[src/rtl/riscv_program_loader.sv]
// riscv_program_loader: boot loader that streams a program image into instruction memory
//   and holds RISC_V_Core in reset until the image is loaded and its checksum matches.
// Ports:
//   clock, reset     single clock; asynchronous active-high reset
//   load_req         1-cycle request to begin a load (ignored while busy)
//   rx_data/rx_valid/rx_ready   byte stream; a byte moves when rx_valid & rx_ready
//   mem_write/mem_address/mem_data   one-cycle instruction-memory word write
//   core_reset/start/prog_address    core control: reset hold, start pulse, entry address
//   busy/done/error  load status
//   words_loaded     words written during the current load
// Image format (little-endian): LEN (word count N), N words, CSUM = XOR of all words.
module riscv_program_loader #(
    parameter int                      DATA_WIDTH   = 32,
    parameter int                      ADDRESS_BITS = 20,
    parameter logic [ADDRESS_BITS-1:0] BASE_ADDRESS = '0,
    parameter int                      MAX_WORDS    = 1024
) (
    input  logic                    clock,
    input  logic                    reset,
    input  logic                    load_req,
    input  logic [7:0]              rx_data,
    input  logic                    rx_valid,
    output logic                    rx_ready,
    output logic                    mem_write,
    output logic [ADDRESS_BITS-1:0] mem_address,
    output logic [DATA_WIDTH-1:0]   mem_data,
    output logic                    core_reset,
    output logic                    start,
    output logic [ADDRESS_BITS-1:0] prog_address,
    output logic                    busy,
    output logic                    done,
    output logic                    error,
    output logic [31:0]             words_loaded
);
    localparam logic [2:0] IDLE  = 3'd0;
    localparam logic [2:0] LEN   = 3'd1;
    localparam logic [2:0] DATA  = 3'd2;
    localparam logic [2:0] CHECK = 3'd3;
    localparam logic [2:0] START = 3'd4;
    localparam logic [2:0] DONE  = 3'd5;
    localparam logic [2:0] ERROR = 3'd6;

    logic [2:0]  state;
    logic [1:0]  byte_cnt;
    logic [23:0] shift;
    logic [31:0] len;
    logic [31:0] csum;
    logic [31:0] full_word;
    logic        take;
    logic        last_byte;

    // The first three bytes of a field sit in shift; the fourth completes it on the fly,
    // so a whole field is usable in the same cycle its last byte is transferred.
    assign full_word = {rx_data, shift};
    assign take      = rx_valid & rx_ready;
    assign last_byte = take & (byte_cnt == 2'd3);

    // Status and core control decode straight from state so an asynchronous reset
    // takes effect on the outputs immediately.
    assign rx_ready     = (state == LEN) || (state == DATA) || (state == CHECK);
    assign busy         = rx_ready || (state == START);
    assign start        = state == START;
    assign done         = state == DONE;
    assign error        = state == ERROR;
    assign core_reset   = !((state == START) || (state == DONE));
    assign prog_address = BASE_ADDRESS;

    always_ff @(posedge clock or posedge reset) begin
        if (reset) begin
            state        <= IDLE;
            byte_cnt     <= 2'd0;
            shift        <= 24'd0;
            len          <= 32'd0;
            csum         <= 32'd0;
            words_loaded <= 32'd0;
            mem_write    <= 1'b0;
            mem_address  <= BASE_ADDRESS;
            mem_data     <= '0;
        end else begin
            mem_write <= 1'b0;
            if (take) begin
                byte_cnt <= byte_cnt + 2'd1;
                shift    <= {rx_data, shift[23:8]};
            end
            case (state)
                IDLE, DONE, ERROR: begin
                    if (load_req) begin
                        state        <= LEN;
                        byte_cnt     <= 2'd0;
                        csum         <= 32'd0;
                        words_loaded <= 32'd0;
                    end
                end
                LEN: begin
                    if (last_byte) begin
                        len   <= full_word;
                        state <= (full_word == 32'd0 || full_word > 32'(MAX_WORDS)) ? ERROR : DATA;
                    end
                end
                DATA: begin
                    if (last_byte) begin
                        mem_write    <= 1'b1;
                        mem_address  <= BASE_ADDRESS + words_loaded[ADDRESS_BITS-1:0];
                        mem_data     <= DATA_WIDTH'(full_word);
                        csum         <= csum ^ full_word;
                        words_loaded <= words_loaded + 32'd1;
                        // Moving to CHECK here makes bytes arriving during the final
                        // write cycle count as checksum bytes.
                        if (words_loaded + 32'd1 == len)
                            state <= CHECK;
                    end
                end
                CHECK: begin
                    if (last_byte)
                        state <= (full_word == csum) ? START : ERROR;
                end
                START:   state <= DONE;
                default: state <= IDLE;
            endcase
        end
    end
endmodule

[config.mk]
export PLATFORM = sky130hd
export DESIGN_NAME = riscv_program_loader
export DESIGN_NICKNAME = d
export VERILOG_FILES = /design/src/rtl/riscv_program_loader.sv
export SDC_FILE = /design/constraint.sdc
export NUM_CORES = 1
export LEC_CHECK = 0
export BUFFER_PORTS_ARGS = -buffer_cell sky130_fd_sc_hd__buf_4
export CORE_AREA = 2 2 144 146
export DETAILED_ROUTE_END_ITERATION = 6
export DIE_AREA = 0 0 146 148
export GPL_ROUTABILITY_DRIVEN = 0
export PLACE_DENSITY = 0.72
export SYNTH_ARGS = -nofsm -noshare
export SYNTH_HDL_FRONTEND = slang
export SYNTH_SLANG_ARGS = --single-unit
[constraint.sdc]
create_clock -name clock -period 9 [get_ports clock]
set_clock_uncertainty 0.15 [all_clocks]
set_input_delay 0.45 -clock clock [delete_from_list [all_inputs] [get_ports clock]]
set_output_delay 0.45 -clock clock [all_outputs]
set_load 0.005 [all_outputs]
Word-level counts from Yosys, hierarchy flattened
Cells that the tools add are included.
{"block": "totals", "regBits": 178, "input_bits": 12, "out_inout_bits": 111, "elab_cells": 61}
{"block": "classes", "n_addsub": 2, "order_cmp": 1, "eq_ne": 14, "n_mux": 18, "n_bitwise": 3, "reduce_logical": 14}
{"operator": "$pmux W32 S2", "count": 2}
{"operator": "$mux W32", "count": 3}
{"operator": "$eq A32 B32 Y1", "count": 2}
{"operator": "$add A32 B1 Y32 const B", "count": 1}
{"operator": "$gt A32 B11 Y1 const B", "count": 1}
{"operator": "$logic_not A32 Y1", "count": 1}
{"operator": "$xor A32 B32 Y32", "count": 1}
{"operator": "$mux W3", "count": 6}
{"operator": "$pmux W3 S5", "count": 1}
{"operator": "$eq A3 B3 Y1 const B", "count": 3}
{"operator": "$mux W2", "count": 4}
{"operator": "$ne A2 B2 Y1 const B", "count": 4}
{"operator": "$eq A3 B2 Y1 const B", "count": 2}
{"operator": "$logic_or A1 B1 Y1", "count": 5}
{"operator": "$reduce_and A5 Y1", "count": 1}
{"operator": "$reduce_and A2 Y1", "count": 2}
{"operator": "$eq A3 B1 Y1 const B", "count": 1}
{"operator": "$logic_not A3 Y1", "count": 1}
{"operator": "$reduce_and A3 Y1", "count": 1}
{"operator": "$reduce_or A3 Y1", "count": 1}
{"operator": "$add A2 B1 Y2 const B", "count": 1}
{"operator": "$and A1 B1 Y1", "count": 2}
{"operator": "$eq A2 B2 Y1 const B", "count": 1}
{"operator": "$mux W1", "count": 2}
{"operator": "other kinds (3)", "count": 3}

Longest topological paths before layout
{"block": "depth", "ltp_word": 7, "depth_mapped": 12, "depth_no_buf": 10}

Worst setup path before layout
OpenSTA, ideal clock, no wires.
{"block": "synth_path", "path_type": "reg-to-reg", "start": "register words_loaded[3]", "end": "register state[1]", "t_arrival_ps": 2671, "path_slack_ps": 6100, "stages_incl_launch_ff": 11, "path_cell_list": "dfrtp_1 -> buf_2 -> nand4_4 -> nor4_1 -> and3_1 -> xnor2_1 -> o2111ai_1 -> a2111oi_0 -> a32oi_1 -> o211ai_2 -> mux2i_1"}
{"block": "synth_between", "elab_chain_cells": 4}
{"element": "from (decl)", "line_no": "33", "source": "output logic [31:0] words_loaded"}
{"element": "from (signal assigned)", "line_no": "106", "source": "words_loaded <= words_loaded + 32'd1;"}
{"element": "$add A32 B1 Y32", "line_no": "109", "source": "if (words_loaded + 32'd1 == len)"}
{"element": "$eq A32 B32 Y1", "line_no": "109"}
{"element": "$ne A2 B1 Y1 (no source line)"}
{"element": "$reduce_and A5 Y1 (no source line)"}
{"element": "to (signal assigned)", "line_no": "97", "source": "state <= (full_word == 32'd0 || full_word > 32'(MAX_WORDS)) ? ERROR : DATA;"}
{"element": "to (signal assigned)", "line_no": "115", "source": "state <= (full_word == csum) ? START : ERROR;"}
{"element": "to (decl)", "line_no": "43", "source": "logic [2:0] state;"}
No other way between the ends.
A chain may end at the register's enable or synchronous reset.

Worst setup path after layout
{"block": "layout_path", "start": "register words_loaded[8]", "end": "register state[2]"}
Same word-level chain as after synthesis.

==> flow_summary.yaml <==
routing:
  drt-pass1-iter-count: 5
  drt-total-wl_um: 23600
  via_per_inst: 5.63
  ant_nets: 0
  first_iter_violations: 749
  vias: 7454
  wl_per_cell_um: 17.8
  drc: 0
synthesis:
  async_flop_share_pct: 100
  synth_top_area_share_pct: 49.2
  synth.distinct_cells: 54
  synth-edff-count: 0
  synth_cells: 973
  netlist_top_cells_area: "dfrtp_1, nand2_1, mux2_2, o21ai_0, xnor2_1"
  yosysTopAreaCell: "dfrtp_1"
  yosysSeqAreaShare_pct: 49.2
  avgSynthCellArea_um2: 9.30
  yosysWarnings: 0
  ys_ff_latch: 178
  yosys_most_used_dff: "dfrtp_1"
  synthesis.area_um2: 9050
setup_path:
  crit_path_end_kind: "register"
  crit_fanout: 13
  reg2reg_slack_ps: 5230
  start_kind: "register"
  startpoint: "words_loaded[8]$_DFFE_PP0P_"
  cp_data_required_time_ps: 9200
  r2r_end: "state[2]$_DFFE_PP0P_"
  critical_path_class: "register to register"
  setup.worst_path.end: "state[2]$_DFFE_PP0P_"
  r2r_start: "words_loaded[8]$_DFFE_PP0P_"
  reg2reg_depth: 9
  cp.arrival_ps: 3970
place:
  placedCellCount: 1292
  dp_hpwl_um: 15900
  portBuffers: 102
  placed_cell_area_um2: 9880
global_routing:
  antenna_found_initial: 1
  grt_pass1_vias: 7036
  grt_max_degree: 94
  gr-total-overflow: 0
  grt_first_pass_wirelength_um: 38200
  grt.total_usage_pct: 22.3
timing:
  timing.setup.tns_ps: 0
  hold_viol: 0
  slew_viol_final: 0
  max_freq_mhz: 265
  min_period_ps: 3770
  setup_viol_count_final: 0
  rsz0062_at_grt: "no"
  fin_crit_sh_pct: 41.9
  tightestPinTransition_ps: 1310
  slew_headroom_pct: 12.4
clock_tree:
  htreeDepth: 4
  ctsHoldBuffers: 0
  cts_setup_buffers: 0
  clockBufferDepth: 2
  numCtsBuffers: 17
  clk_pin_slew_ps: 70
  cts_sinks: 178
  cts_root_buf: "clkbuf_16"
  cts_tree: "built"
  cts_resized: 0
  clock_latency_ps: 430
finish:
  regArea_um2: 4450
  fillers: 1817
  nets: 1055
  stdcell_count: 1325
  multi_input_area_um2: 4210
  final_cell_mix: "nand2_1, dfrtp_1, o21ai_0"
  layout_commonest_cell: "nand2_1"
  drive_gt1_share_pct: 20.2
  syn2layout_area_growth_pct: 15.8
  fin_area_um2: 10500
status:
  status: "completed"
pwr:
  p_leak_nw: 5.05
  max-vdd-ir-drop_v: 0.000116
  p_total_w: 0.00274
  p_per_area_nw_per_um2: 261
floorplan:
  fp-row-count: 52
  pin_count: 123
  core_area_um2: 20000
  start_util_pct: 45.2
  dieArea_um2: 21600
  die_h_um: 148
  die_x_um: 146
job:
  drv_cap: 0
hold_path:
  hp-class: "input port to async pin"
## final cells by class
class,count,area share [%]
inverter,16,0.621
clock inverter,15,1.67
timing repair buffer,108,7.73
clock buffer,17,4.06
sequential,178,42.5
antenna,1,0.0239
tap,270,3.22
multi-input combinational,720,40.2
## synthesized netlist by cell type, drive strengths merged (2+ instances only)
| master | n |
|---|---|
| o2111ai | 4 |
| nor4 | 21 |
| ha | 2 |
| nand4b | 2 |
| nand2b | 9 |
| nand3 | 21 |
| nand2 | 199 |
| o21a | 2 |
| and2 | 4 |
| xnor2 | 35 |
| clkbuf | 44 |
| or4 | 6 |
| dfrtp | 178 |
| nor2 | 70 |
| mux2 | 57 |
| a31oi | 7 |
| or3 | 2 |
| inv | 16 |
| and4 | 4 |
| o31ai | 14 |
| nor3b | 2 |
| o22ai | 5 |
| mux2i | 2 |
| xor2 | 34 |
| o21ai | 120 |
| nor2b | 3 |
| and3 | 7 |
| or3b | 2 |
| nor3 | 15 |
| buf | 34 |
| nand4 | 27 |
| o221ai | 3 |
| a21oi | 13 |
## power by group
| part | internal [W] | switching [W] | total [W] | leakage [nW] |
|---|---|---|---|---|
| sequential | 0.000989 | 0.000270 | 0.00126 | 2.41 |
| clock | 0.000418 | 0.000339 | 0.000758 | 0.284 |
| combinational | 0.000362 | 0.000358 | 0.000719 | 2.36 |
| total | 0.00177 | 0.000967 | 0.00274 | 5.05 |
## logic make-up after synthesis
kind of cell               share of synthesized area [%]
xor gates and xnor gates                            6.68
AOI/OAI and AO/OA                                   10.8
and+or+nand+nor                                     20.5
adders and majority gates                          0.276
buffers and inverters                               5.21
DFF                                                 49.2
other                                             0.0414
muxes                                               7.31
## critical path: stages, from the launching register on
cell	delay, ps
dfrtp_1	500
nand4_1	470
nor4_1	950
and3_1	350
xnor2_1	140
o2111ai_1	120
a2111oi_0	430
a32oi_1	230
o211ai_2	130
mux2i_1	220
## state kept, by name (all words and copies together) (netlist names)
register	count
shift	24
mem_address	20
words_loaded	32
csum	32
mem_write	1
byte_cnt	2
state	3
mem_data	32
len	32
## worst min path at each step
stage / start / endpoint / slack, ps / cells past startpoint
after detailed placement: mem_data[18]$_DFFE_PP0P_ / mem_data[18]$_DFFE_PP0P_ / 310 / 2
final: reset / mem_address[10]$_DFFE_PP0P_ / 30 / 2
after global routing: reset / mem_address[7]$_DFFE_PP0P_ / 120 / 2
after floorplan: mem_data[24]$_DFFE_PP0P_ / mem_data[24]$_DFFE_PP0P_ / 320 / 2
after CTS: reset / mem_address[7]$_DFFE_PP0P_ / 70 / 2
after global placement: mem_address[17]$_DFFE_PP0P_ / mem_address[17]$_DFFE_PP0P_ / 310 / 2
## per-stage QoR
step | hold slack, ps | utilization (%) | setup slack (ps)
3_5_place_dp | 314 | 49.3 | 5280
3_3_place_gp | 310 | 49.3 | 5510
4_1_cts | 69.5 | 52.3 | 5240
2_1_floorplan | 320 | - | 3570
6_report | 28.6 | 52.3 | 5230
5_1_grt | 116 | 52.3 | 4760
## metal layers
metal	GRT usage, %	wire, um
met1	31.3	10500
met2	34.4	10900
met3	4.57	1610
met4	7.91	615
met5	0	0
No activity file was read; power rests on OpenSTA's default activity.
